### src/rtl/dma_rf_pkg.sv
// Shared constants for the DMA channel register file.
// Register offsets, global-region base and 2-bit mode/width encodings.
package dma_rf_pkg;

    localparam logic [2:0] REG_SRC      = 3'd0;
    localparam logic [2:0] REG_DST      = 3'd1;
    localparam logic [2:0] REG_SRC_TYPE = 3'd2;
    localparam logic [2:0] REG_DST_TYPE = 3'd3;
    localparam logic [2:0] REG_SRC_W    = 3'd4;
    localparam logic [2:0] REG_DST_W    = 3'd5;
    localparam logic [2:0] REG_TOTAL    = 3'd6;
    localparam logic [2:0] REG_CTRL     = 3'd7;

    localparam int CTRL_SW_START = 0;
    localparam int CTRL_HW_EN    = 1;

    localparam logic [8:0] GLB_BASE = 9'h100;

    localparam logic [1:0] GLB_INT_STATUS = 2'd0;
    localparam logic [1:0] GLB_INT_MASK   = 2'd1;
    localparam logic [1:0] GLB_BUSY       = 2'd2;

    typedef enum logic [1:0] {
        ADDR_INCR  = 2'd0,
        ADDR_DECR  = 2'd1,
        ADDR_FIXED = 2'd2,
        ADDR_RSVD  = 2'd3
    } addr_type_e;

    typedef enum logic [1:0] {
        WIDTH_8  = 2'd0,
        WIDTH_16 = 2'd1,
        WIDTH_32 = 2'd2,
        WIDTH_64 = 2'd3
    } data_width_e;

endpackage

### src/rtl/dma_rf_channel.sv
// One DMA channel: config registers, busy flag and start pulse.
// Error output exists only when DMA_RF_ERR_EN is defined.
module dma_rf_channel
    import dma_rf_pkg::*;
#(
    parameter int DATA_WIDTH = 32
) (
    input  logic                  clk,
    input  logic                  rst,
    input  logic                  i_wr_en,
    input  logic [2:0]            i_reg,
    input  logic [DATA_WIDTH-1:0] i_data,
    input  logic                  i_hw_trig,
    input  logic                  i_ch_done,
    output logic                  o_start,
    output logic                  o_busy,
    output logic [DATA_WIDTH-1:0] o_src_addr,
    output logic [DATA_WIDTH-1:0] o_dst_addr,
    output logic [DATA_WIDTH-1:0] o_total,
    output logic [1:0]            o_src_type,
    output logic [1:0]            o_dst_type,
    output logic [1:0]            o_src_width,
    output logic [1:0]            o_dst_width,
    output logic [DATA_WIDTH-1:0] o_rd_word
`ifdef DMA_RF_ERR_EN
    ,
    output logic                  o_err
`endif
);

    logic [DATA_WIDTH-1:0] r_src;
    logic [DATA_WIDTH-1:0] r_dst;
    logic [DATA_WIDTH-1:0] r_total;
    addr_type_e            r_src_type;
    addr_type_e            r_dst_type;
    data_width_e           r_src_w;
    data_width_e           r_dst_w;
    logic                  r_hw_en;
    logic                  r_busy;
    logic                  r_start;

    logic w_cfg_wr;
    logic w_ctrl_wr;
    logic w_start_req;
    logic w_launch;

    assign w_cfg_wr    = i_wr_en & ~r_busy & (i_reg != REG_CTRL);
    assign w_ctrl_wr   = i_wr_en & (i_reg == REG_CTRL);
    assign w_start_req = (w_ctrl_wr & i_data[CTRL_SW_START])
                       | (r_hw_en & i_hw_trig);
    assign w_launch    = w_start_req & ~r_busy;

    always_ff @(posedge clk or negedge rst) begin
        if (!rst) begin
            r_src      <= '0;
            r_dst      <= '0;
            r_total    <= '0;
            r_src_type <= ADDR_INCR;
            r_dst_type <= ADDR_INCR;
            r_src_w    <= WIDTH_8;
            r_dst_w    <= WIDTH_8;
            r_hw_en    <= 1'b0;
            r_busy     <= 1'b0;
            r_start    <= 1'b0;
        end else begin
            r_start <= w_launch;
            // A launch only happens when idle, so it never races a done.
            if (w_launch)
                r_busy <= 1'b1;
            else if (i_ch_done)
                r_busy <= 1'b0;
            if (w_ctrl_wr)
                r_hw_en <= i_data[CTRL_HW_EN];
            if (w_cfg_wr) begin
                case (i_reg)
                    REG_SRC:      r_src      <= i_data;
                    REG_DST:      r_dst      <= i_data;
                    REG_SRC_TYPE: r_src_type <= addr_type_e'(i_data[1:0]);
                    REG_DST_TYPE: r_dst_type <= addr_type_e'(i_data[1:0]);
                    REG_SRC_W:    r_src_w    <= data_width_e'(i_data[1:0]);
                    REG_DST_W:    r_dst_w    <= data_width_e'(i_data[1:0]);
                    REG_TOTAL:    r_total    <= i_data;
                    default:      ;
                endcase
            end
        end
    end

    always_comb begin
        o_rd_word = '0;
        case (i_reg)
            REG_SRC:      o_rd_word = r_src;
            REG_DST:      o_rd_word = r_dst;
            REG_SRC_TYPE: o_rd_word = DATA_WIDTH'(r_src_type);
            REG_DST_TYPE: o_rd_word = DATA_WIDTH'(r_dst_type);
            REG_SRC_W:    o_rd_word = DATA_WIDTH'(r_src_w);
            REG_DST_W:    o_rd_word = DATA_WIDTH'(r_dst_w);
            REG_TOTAL:    o_rd_word = r_total;
            REG_CTRL:     o_rd_word = DATA_WIDTH'({r_hw_en, 1'b0});
            default:      o_rd_word = '0;
        endcase
    end

`ifdef DMA_RF_ERR_EN
    assign o_err = r_busy & ((i_wr_en & (i_reg != REG_CTRL)) | w_start_req);
`endif

    assign o_start     = r_start;
    assign o_busy      = r_busy;
    assign o_src_addr  = r_src;
    assign o_dst_addr  = r_dst;
    assign o_total     = r_total;
    assign o_src_type  = r_src_type;
    assign o_dst_type  = r_dst_type;
    assign o_src_width = r_src_w;
    assign o_dst_width = r_dst_w;

endmodule

### src/rtl/dma_ch_reg_file.sv
// DMA register file: per-channel config plus interrupt status/mask/busy.
// Optional error pulse output enabled by defining DMA_RF_ERR_EN.
module dma_ch_reg_file
    import dma_rf_pkg::*;
#(
    parameter int DATA_WIDTH = 32,
    parameter int ADDR_WIDTH = 32,
    parameter int NUM_CH     = 4
) (
    input  logic                         clk,
    input  logic                         rst,
    input  logic                         i_valid,
    input  logic                         i_rd0_wr1,
    input  logic [ADDR_WIDTH-1:0]        i_addr,
    input  logic [DATA_WIDTH-1:0]        i_data,
    output logic                         o_ready,
    output logic [DATA_WIDTH-1:0]        o_rd_data,
    output logic                         o_rd_valid,
    input  logic [NUM_CH-1:0]            i_hw_trig,
    input  logic [NUM_CH-1:0]            i_ch_done,
    output logic [NUM_CH-1:0]            o_start,
    output logic [NUM_CH-1:0]            o_busy,
    output logic [NUM_CH*DATA_WIDTH-1:0] o_src_addr,
    output logic [NUM_CH*DATA_WIDTH-1:0] o_dst_addr,
    output logic [NUM_CH*DATA_WIDTH-1:0] o_total,
    output logic [NUM_CH*2-1:0]          o_src_type,
    output logic [NUM_CH*2-1:0]          o_dst_type,
    output logic [NUM_CH*2-1:0]          o_src_width,
    output logic [NUM_CH*2-1:0]          o_dst_width,
    output logic                         o_irq,
    output logic                         o_err
);

    localparam logic [4:0] CH_LIMIT = 5'(NUM_CH);

    logic                  w_hi_zero;
    logic                  w_ch_hit;
    logic                  w_glb_hit;
    logic                  w_wr;
    logic                  w_rd;
    logic [4:0]            w_ch_idx;
    logic [2:0]            w_reg;
    logic                  w_status_wr;
    logic                  w_mask_wr;
    logic [NUM_CH-1:0]     w_ch_wr;
    logic [NUM_CH-1:0]     w_w1c;
    logic [DATA_WIDTH-1:0] w_ch_rd [NUM_CH];
    logic [DATA_WIDTH-1:0] w_rd_word;

    logic [NUM_CH-1:0]     r_status;
    logic [NUM_CH-1:0]     r_mask;
    logic                  r_irq;
    logic [DATA_WIDTH-1:0] r_rd_data;
    logic                  r_rd_valid;

    // Any address bit above bit 8 set means the access is unmapped.
    assign w_hi_zero = (i_addr >> 9) == '0;
    assign w_ch_idx  = i_addr[7:3];
    assign w_reg     = i_addr[2:0];
    assign w_ch_hit  = w_hi_zero & ~i_addr[8] & (w_ch_idx < CH_LIMIT);
    assign w_glb_hit = w_hi_zero
                     & (i_addr[8:2] == GLB_BASE[8:2])
                     & (i_addr[1:0] != 2'd3);

    assign w_wr = i_valid & i_rd0_wr1;
    assign w_rd = i_valid & ~i_rd0_wr1;

    assign w_status_wr = w_wr & w_glb_hit & (i_addr[1:0] == GLB_INT_STATUS);
    assign w_mask_wr   = w_wr & w_glb_hit & (i_addr[1:0] == GLB_INT_MASK);
    assign w_w1c       = w_status_wr ? i_data[NUM_CH-1:0] : '0;

`ifdef DMA_RF_ERR_EN
    logic [NUM_CH-1:0] w_ch_err;
`endif

    for (genvar g = 0; g < NUM_CH; g++) begin : g_ch
        assign w_ch_wr[g] = w_wr & w_ch_hit & (w_ch_idx == 5'(g));

        dma_rf_channel #(
            .DATA_WIDTH (DATA_WIDTH)
        ) u_ch (
            .clk         (clk),
            .rst         (rst),
            .i_wr_en     (w_ch_wr[g]),
            .i_reg       (w_reg),
            .i_data      (i_data),
            .i_hw_trig   (i_hw_trig[g]),
            .i_ch_done   (i_ch_done[g]),
            .o_start     (o_start[g]),
            .o_busy      (o_busy[g]),
            .o_src_addr  (o_src_addr[g*DATA_WIDTH +: DATA_WIDTH]),
            .o_dst_addr  (o_dst_addr[g*DATA_WIDTH +: DATA_WIDTH]),
            .o_total     (o_total[g*DATA_WIDTH +: DATA_WIDTH]),
            .o_src_type  (o_src_type[2*g +: 2]),
            .o_dst_type  (o_dst_type[2*g +: 2]),
            .o_src_width (o_src_width[2*g +: 2]),
            .o_dst_width (o_dst_width[2*g +: 2]),
            .o_rd_word   (w_ch_rd[g])
`ifdef DMA_RF_ERR_EN
            ,
            .o_err       (w_ch_err[g])
`endif
        );
    end

    always_comb begin
        w_rd_word = '0;
        if (w_ch_hit) begin
            for (int i = 0; i < NUM_CH; i++) begin
                if (w_ch_idx == 5'(i))
                    w_rd_word = w_ch_rd[i];
            end
        end else if (w_glb_hit) begin
            case (i_addr[1:0])
                GLB_INT_STATUS: w_rd_word = DATA_WIDTH'(r_status);
                GLB_INT_MASK:   w_rd_word = DATA_WIDTH'(r_mask);
                GLB_BUSY:       w_rd_word = DATA_WIDTH'(o_busy);
                default:        w_rd_word = '0;
            endcase
        end
    end

    always_ff @(posedge clk or negedge rst) begin
        if (!rst) begin
            r_status   <= '0;
            r_mask     <= '0;
            r_irq      <= 1'b0;
            r_rd_data  <= '0;
            r_rd_valid <= 1'b0;
        end else begin
            // Done events win over a same-cycle write-1-to-clear.
            r_status   <= (r_status & ~w_w1c) | i_ch_done;
            if (w_mask_wr)
                r_mask <= i_data[NUM_CH-1:0];
            r_irq      <= |(r_status & r_mask);
            r_rd_valid <= w_rd;
            r_rd_data  <= w_rd ? w_rd_word : '0;
        end
    end

`ifdef DMA_RF_ERR_EN
    logic w_unmapped;
    logic r_err;

    assign w_unmapped = i_valid & ~(w_ch_hit | (w_glb_hit
                      & ~(i_rd0_wr1 & (i_addr[1:0] == GLB_BUSY))));

    always_ff @(posedge clk or negedge rst) begin
        if (!rst)
            r_err <= 1'b0;
        else
            r_err <= w_unmapped | (|w_ch_err);
    end

    assign o_err = r_err;
`else
    assign o_err = 1'b0;
`endif

    assign o_ready    = 1'b1;
    assign o_rd_data  = r_rd_data;
    assign o_rd_valid = r_rd_valid;
    assign o_irq      = r_irq;

endmodule

### config.mk
export PLATFORM = sky130hd
export DESIGN_NAME = dma_ch_reg_file
export DESIGN_NICKNAME = d
export VERILOG_FILES = /design/src/rtl/dma_rf_pkg.sv /design/src/rtl/dma_rf_channel.sv /design/src/rtl/dma_ch_reg_file.sv
export SDC_FILE = /design/constraint.sdc
export NUM_CORES = 1
export LEC_CHECK = 0
export CORE_ASPECT_RATIO = 1.1
export CORE_MARGIN = 8
export CORE_UTILIZATION = 50
export DETAILED_ROUTE_END_ITERATION = 10
export PLACE_DENSITY = 0.87
export SKIP_CTS_REPAIR_TIMING = 1
export SYNTH_ARGS = -nofsm -noshare
export SYNTH_HDL_FRONTEND = slang
export SYNTH_SLANG_ARGS = --single-unit
### constraint.sdc
create_clock -name clk -period 2.24 [get_ports clk]
set_input_delay 0.448 -clock clk [delete_from_list [all_inputs] [get_ports clk]]
set_output_delay 0.448 -clock clk [all_outputs]
set_load 0.03 [all_outputs]
==> impl_metrics.ini, run 1 <==
[run_status]
status = finished, final reports clean

[global_routing]
grt_overflow = 0
grt_max_degree = 60
grt_use_total_pct = 31.5
antenna_found_initial = 1
grt_pass1_wl_um = 118000
grt_pass1_vias = 18500

[power_and_ir_drop]
netSwitchingFraction_pct = 22.3
power_mw = 18.0
p_leak_nw = 14.3
p_sw_mw = 4.02
powerDensity_mw_per_mm2 = 594
clkPwrFrac_pct = 47.6
comb_power_share_pct = 5.2
vdd_drop_max_mv = 0.584
seq_power_share_pct = 47.2
intPower_mw = 14.0

[timing]
hold_slack_ns = 0.349
setup_slack_ns = 0.00356
rsz0062_at_grt = false
timing.final.crit_share_pct = 99.8
slew_violations = 0
finalHoldViolations = 0
relSlewSlack_pct = 52.2
period_needed_ns = 2.24
skew_ns = 0.0113
setup_violations = 0
worst_slew_pin_slew_ns = 0.715
fmax_mhz = 447

[critical_path]
slowest_stage = clkdlybuf4s50_1
worstSetupStartpointType = register
crit_end = o_src_addr[64]
critPathMaxFanout = 3
crit_arrival_ns = 1.79
crit_family = buffers and inverters
crit_start = g_ch[2].u_ch.o_src_addr[0]
crit_cells = 1
timing.rr.start = g_ch[0].u_ch.o_busy
path_buf_inv = 1
crit_path_end_kind = output port
crit_required_ns = 1.79
r2r_cells = 5
path_class = reg2out
crit_chain = clkdlybuf4s50_1
max_stage_delay_ns = 0.73
r2r_setup_slack_ns = 0.56
critical_path.reg2reg.endpoint = g_ch[0].u_ch.o_src_addr[21]

[yosys]
synth_xor_xnor_area_share_pct = 0
syn_area_mm2 = 0.0214
synth-adder-area-share_pct = 0
synthFlopType = dfrtp_1
synth_compound_area_share_pct = 7.50
yosysMostFrequentCell = dfrtp_1
synth_mux_area_share_pct = 29.1
synth.top_cell.area_share_pct = 55.1
ys_ff_latch = 470
synth_cells = 1692
synth_top_family_by_area = multiplexers
post-synth-top-area-cell = dfrtp_1
ys_types = 48
synth-simple-area-share_pct = 5.26
synth_nets = 1768
synth_edf_count = 0
avgSynthCellArea_um2 = 12.6
synth-warning-count = 0
synth_area_leaders = dfrtp_1, mux2_2, mux2_1
netlist_top_cells_count = dfrtp_1, mux2_2, nand2_1, mux2i_1, mux2_1
synthArstFlopShare_pct = 100
ys_seq_area_share_pct = 55.1

[die]
initial_core_util_pct = 50.6
die_width_um = 213
rows = 79
die-height_um = 233
dieArea_mm2 = 0.0496
io_pins = 536
core_area_mm2 = 0.0422

[cts]
cts_max_level = 2
clkSlewWorstSetupHoldPaths_ns = 0.06
clkLatencyLatePin_ns = 0.58
cts_buffers = 47
root_buffer = clkbuf_16
cts_tree = done
numClockSinks = 470
clk_path_buf_depth = 3

[finish]
nets = 2341
syn_to_final_growth_pct = 41.7
antenna_cells = 0
fin_area_mm2 = 0.0303
fillCellCount = 2757
drive_gt1_share_pct = 24.5
final_cells = 2869

[drt]
route.met2.wl_um = 39400
wirelength_um = 80500
wl_per_cell_um = 28.0
drc = 0
dr.pass1.iters = 5
viasPerCell = 6.06
ant_nets = 0
routed.top_layer = met4
wl_met1_um = 29400
dr_wl_met3_um = 7230
vias = 17400
drt-initial-drc-count = 1393

[run]
cap_violations = 0

[placed_design]
hpwlAfterDp_um = 56500
dp.cells = 2782
place_ws_ns = -0.679
gp_congestion = 0.924
port_buffers = 533
placed_area_mm2 = 0.0285

[min_path]
hold_class = in2reg
[state kept, by name (all words and copies together), names as in the netlist]
register / flops
g_ch.u_ch.o_total: 128
g_ch.u_ch.o_start: 4
o_rd_data: 32
g_ch.u_ch.o_src_width: 8
g_ch.u_ch.o_busy: 4
r_mask: 4
g_ch.u_ch.o_dst_type: 8
g_ch.u_ch.o_src_type: 8
g_ch.u_ch.o_dst_addr: 128
o_irq: 1
g_ch.u_ch.o_src_addr: 128
g_ch.u_ch.r_hw_en: 4
o_rd_valid: 1
g_ch.u_ch.o_dst_width: 8
r_status: 4
[worst min path at each step]
stage              start  cells past startpoint  slack [ns]                         end
3_3_place_gp         rst                      1        0.44  g_ch[0].u_ch.o_dst_type[0]
2_1_floorplan        rst                      0        0.15         g_ch[0].u_ch.o_busy
4_1_cts              rst                      1       -0.17     g_ch[0].u_ch.o_total[0]
3_5_place_dp         rst                      1        0.45  g_ch[0].u_ch.o_dst_type[0]
5_1_grt        i_addr[0]                      3        0.35                   r_mask[0]
6_report       i_addr[0]                      3        0.35                   r_mask[0]
[per-stage QoR]
| stage | setup TNS [ns] | utilization (%) |
|---|---|---|
| floorplan | -8.77 | - |
| global placement | -242.97 | 67.5 |
| detailed placement | -252.43 | 67.5 |
| CTS | -4.31 | 71.5 |
| global route | 0 | 71.7 |
| finish | 0 | 71.7 |
[worst register-to-register path, cell delays in order (launching register included)]
cell	delay, ns
dfrtp_1	0.54
nor2_4	0.10
buf_4	0.17
nand2_2	0.09
buf_4	0.28
mux2_2	0.39
[power by group through the flow]
stage / Clock, mW / Combinational (mW) / Sequential (mW)
2_1_floorplan: 0 / 0.305 / 8.65
3_3_place_gp: 0 / 0.903 / 8.65
3_5_place_dp: 0 / 0.917 / 8.65
4_1_cts: 8.63 / 0.924 / 8.49
5_1_grt: 8.98 / 0.995 / 8.48
6_report: 8.56 / 0.938 / 8.49
[cell usage in the layout, fill, tap and decap left out, types with 5 or more instances in the layout]
master	instances
nand2_1	131
clkbuf_8	9
buf_12	46
clkinv_2	7
buf_4	96
mux2i_1	132
clkbuf_16	48
o211ai_1	7
a22oi_1	68
mux2_2	304
nor2_1	9
clkdlybuf4s50_1	516
nand3_1	26
nand2_2	13
dlymetal6s2s_1	15
a21oi_1	47
mux2_1	125
o21ai_0	122
nor3b_1	5
clkbuf_1	10
nand3b_1	5
dfrtp_1	470
bufinv_16	8
[area by class of cell]
class,instances,area [um2],share of cell area [%]
clock buffer,66,1350,4.46
clock inverter,20,324,1.07
inverter,1,3.75,0.0124
multi-input combinational,1068,9070,30.0
sequential,470,11800,38.9
tap,567,709,2.34
timing repair buffer,677,7040,23.3
[cells by family (layout without fill, tap and decap cells)]
kind of cell / after synthesis / after routing
other: 2 / 2
multiplexers: 564 / 564
flip-flops: 470 / 470
buffers and inverters: 154 / 764
AO/OA/AOI/OAI: 267 / 267
AND/OR/NAND/NOR: 235 / 235
[metal layers]
metal	global-route usage [%]	up-vias
met1	37.4	8812
met2	52.7	1036
li1	-	7248
met3	7.03	278
met4	17.2	0
met5	0	-
No activity file was read; power rests on OpenSTA's default activity.
==> run 2, diff against run 1 <==
--- a/config.mk
+++ b/config.mk
@@ -5,11 +5,14 @@
 export SDC_FILE = /design/constraint.sdc
 export NUM_CORES = 1
 export LEC_CHECK = 0
+export CAP_MARGIN = 15
 export CORE_ASPECT_RATIO = 1.1
 export CORE_MARGIN = 8
-export CORE_UTILIZATION = 50
+export CORE_UTILIZATION = 55
+export CTS_CLUSTER_DIAMETER = 100
 export DETAILED_ROUTE_END_ITERATION = 10
-export PLACE_DENSITY = 0.87
+export DONT_BUFFER_PORTS = 1
+export PLACE_DENSITY = 0.76
 export SKIP_CTS_REPAIR_TIMING = 1
 export SYNTH_ARGS = -nofsm -noshare
 export SYNTH_HDL_FRONTEND = slang
==> run 2 against run 1 <==
The flow now finishes with violations (negative hold slack, max-slew violations); non-clock buffer count fell by 545; flip-flop and latch count did not move; sequential share of layout area rose by 9.1 points; highest routed layer unchanged; worst setup slack improved by 0.44 ns; largest cell class unchanged; final cell count fell by 21%; design area fell by 19%; critical path depth rose by 6; via count fell by 12%.
==> impl_metrics.ini, run 2 (synthesis results as in run 1) <==
[timing]
tns_ns = 0
setup_violations = 0
rsz0062_at_grt = false
finalHoldViolations = 271
fmax_mhz = 556
relSlewSlack_pct = -63.8
slew_violations = 342
worst_slew_pin_slew_ns = 2.46
hold_slack_ns = -0.436
timing.final.crit_share_pct = 80.3
period_needed_ns = 1.80
skew_ns = 0.0172

[drt]
wl_per_cell_um = 32.6
ant_nets = 0
drc = 0
vias = 15300
viasPerCell = 6.75
wirelength_um = 73700
drt-initial-drc-count = 1238
dr.pass1.iters = 6

[finish]
final_common_cell = dfrtp_1
fillCellCount = 2776
drive_gt1_share_pct = 28.5
nets = 1796
syn_to_final_growth_pct = 14.8
fin_util_pct = 64.2
final_cell_mix = dfrtp_1, mux2_2, mux2i_1, nand2_1, mux2_1
fin_area_mm2 = 0.0245

[critical_path]
path_class = in2reg
slowest_stage = mux2_2
r2r_setup_slack_ns = 0.48
crit_path_end_kind = register
critPathMostFrequentCell = buf_4
crit_chain = nor4_1 > nand4_1 > buf_4 > nor3_2 > buf_4 > nand3_1 > mux2_2
crit_arrival_ns = 2.26
max_stage_delay_ns = 0.33
critPathMaxFanout = 16
worstSetupStartpointType = primary input
crit_required_ns = 2.70

[die]
dieArea_mm2 = 0.0454
die_width_um = 204
initial_core_util_pct = 55.9
core_area_mm2 = 0.0382
die-height_um = 223
io_pins = 536
rows = 75

[placed_design]
hpwlAfterDp_um = 48000
port_buffers = 0
placed_area_mm2 = 0.0224
gp_congestion = 0.962

[power_and_ir_drop]
vdd_drop_max_mv = 0.663
intPower_mw = 13.4
powerDensity_mw_per_mm2 = 693
comb_power_share_pct = 2.3
power_mw = 17.0
p_sw_mw = 3.63
clkPwrFrac_pct = 47.7
seq_power_share_pct = 50.0
p_leak_nw = 12.1
netSwitchingFraction_pct = 21.4

[run_status]
violations = negative hold slack, max-slew violations
status = complete, but fails checks

[cts]
root_buffer = clkbuf_16
clk_path_buf_depth = 3
cts_tree = done
clkLatencyLatePin_ns = 0.58
clkSlewWorstSetupHoldPaths_ns = 0.06
cts_buffers = 47
cts_max_level = 2
numClockSinks = 470

[min_path]
hold_class = in2async

[run]
cap_violations = 0

[global_routing]
grt_pass1_wl_um = 104000
grt_pass1_vias = 15300
grt_use_total_pct = 30.1
grt_max_degree = 471
antenna_found_initial = 1
grt_overflow = 0
## run 2: cell types whose count changed in the layout (fill, tap and decap cells not counted), sizes merged
cell,previous run,this run
clkinvlp,2,0
clkdlybuf4s50,516,0
buf,144,82
dlymetal6s2s,15,0
diode,0,1
inv,3,4
bufinv,8,1
clkinv,8,11
dlygate4sd3,1,50
clkbuf,67,73
## run 2: per-layer routing
metal	vias to the layer above	track usage [%]	wire (um)	share of wire (%)
li1	6172	-	-	-
met2	982	49.3	35800	49
met5	-	0	0	0
met4	0	11.8	3150	4.3
met1	7874	34.8	25900	35
met3	225	12.4	8880	12
## run 2: stage by stage
step / instances / setup WS, ns
final: 2260 / 0.441
after global routing: 2259 / 0.353
after CTS: 2209 / 0.471
after detailed placement: 2121 / -0.137
after global placement: 2121 / -0.0856
after floorplan: 1692 / -0.0453
## run 2: final timing paths
kind	startpoint	end	depth (start not counted)
min in group clk	i_hw_trig[1]	g_ch[1].u_ch.o_start	2
max in group asynchronous	rst	g_ch[0].u_ch.o_dst_type[1]	0
worst max-delay path	i_addr[19]	g_ch[3].u_ch.o_dst_width[1]	7
worst min-delay path	rst	g_ch[1].u_ch.o_start	0
worst max register to register	g_ch[2].u_ch.o_dst_type[1]	o_rd_data[1]	5
worst min register to register	r_status[0]	r_status[0]	1
## run 2: power by group through the flow
stage | logic [mW] | registers, mW | clock network (mW)
3_3_place_gp | 0.246 | 8.65 | 0
4_1_cts | 0.247 | 8.49 | 8.20
6_report | 0.393 | 8.49 | 8.11
3_5_place_dp | 0.246 | 8.65 | 0
5_1_grt | 0.406 | 8.49 | 8.56
2_1_floorplan | 0.305 | 8.65 | 0
## run 2: cell type report
class	count	area, um2	share of cell area (%)
flip-flops and latches	470	11800	48.0
multi-input cells	1068	9030	36.9
clock buffers	73	1490	6.06
repair buffers	132	1470	5.98
well taps	500	626	2.55
clock inverters	15	129	0.526
inverters	1	3.75	0.0153
diodes	1	2.50	0.0102
## run 2: worst max-delay path, delay by kind of cell
family | cells | cell delay [ns]
mux | 1 | 0.33
buf+inv | 2 | 0.51
simple gates | 4 | 0.96
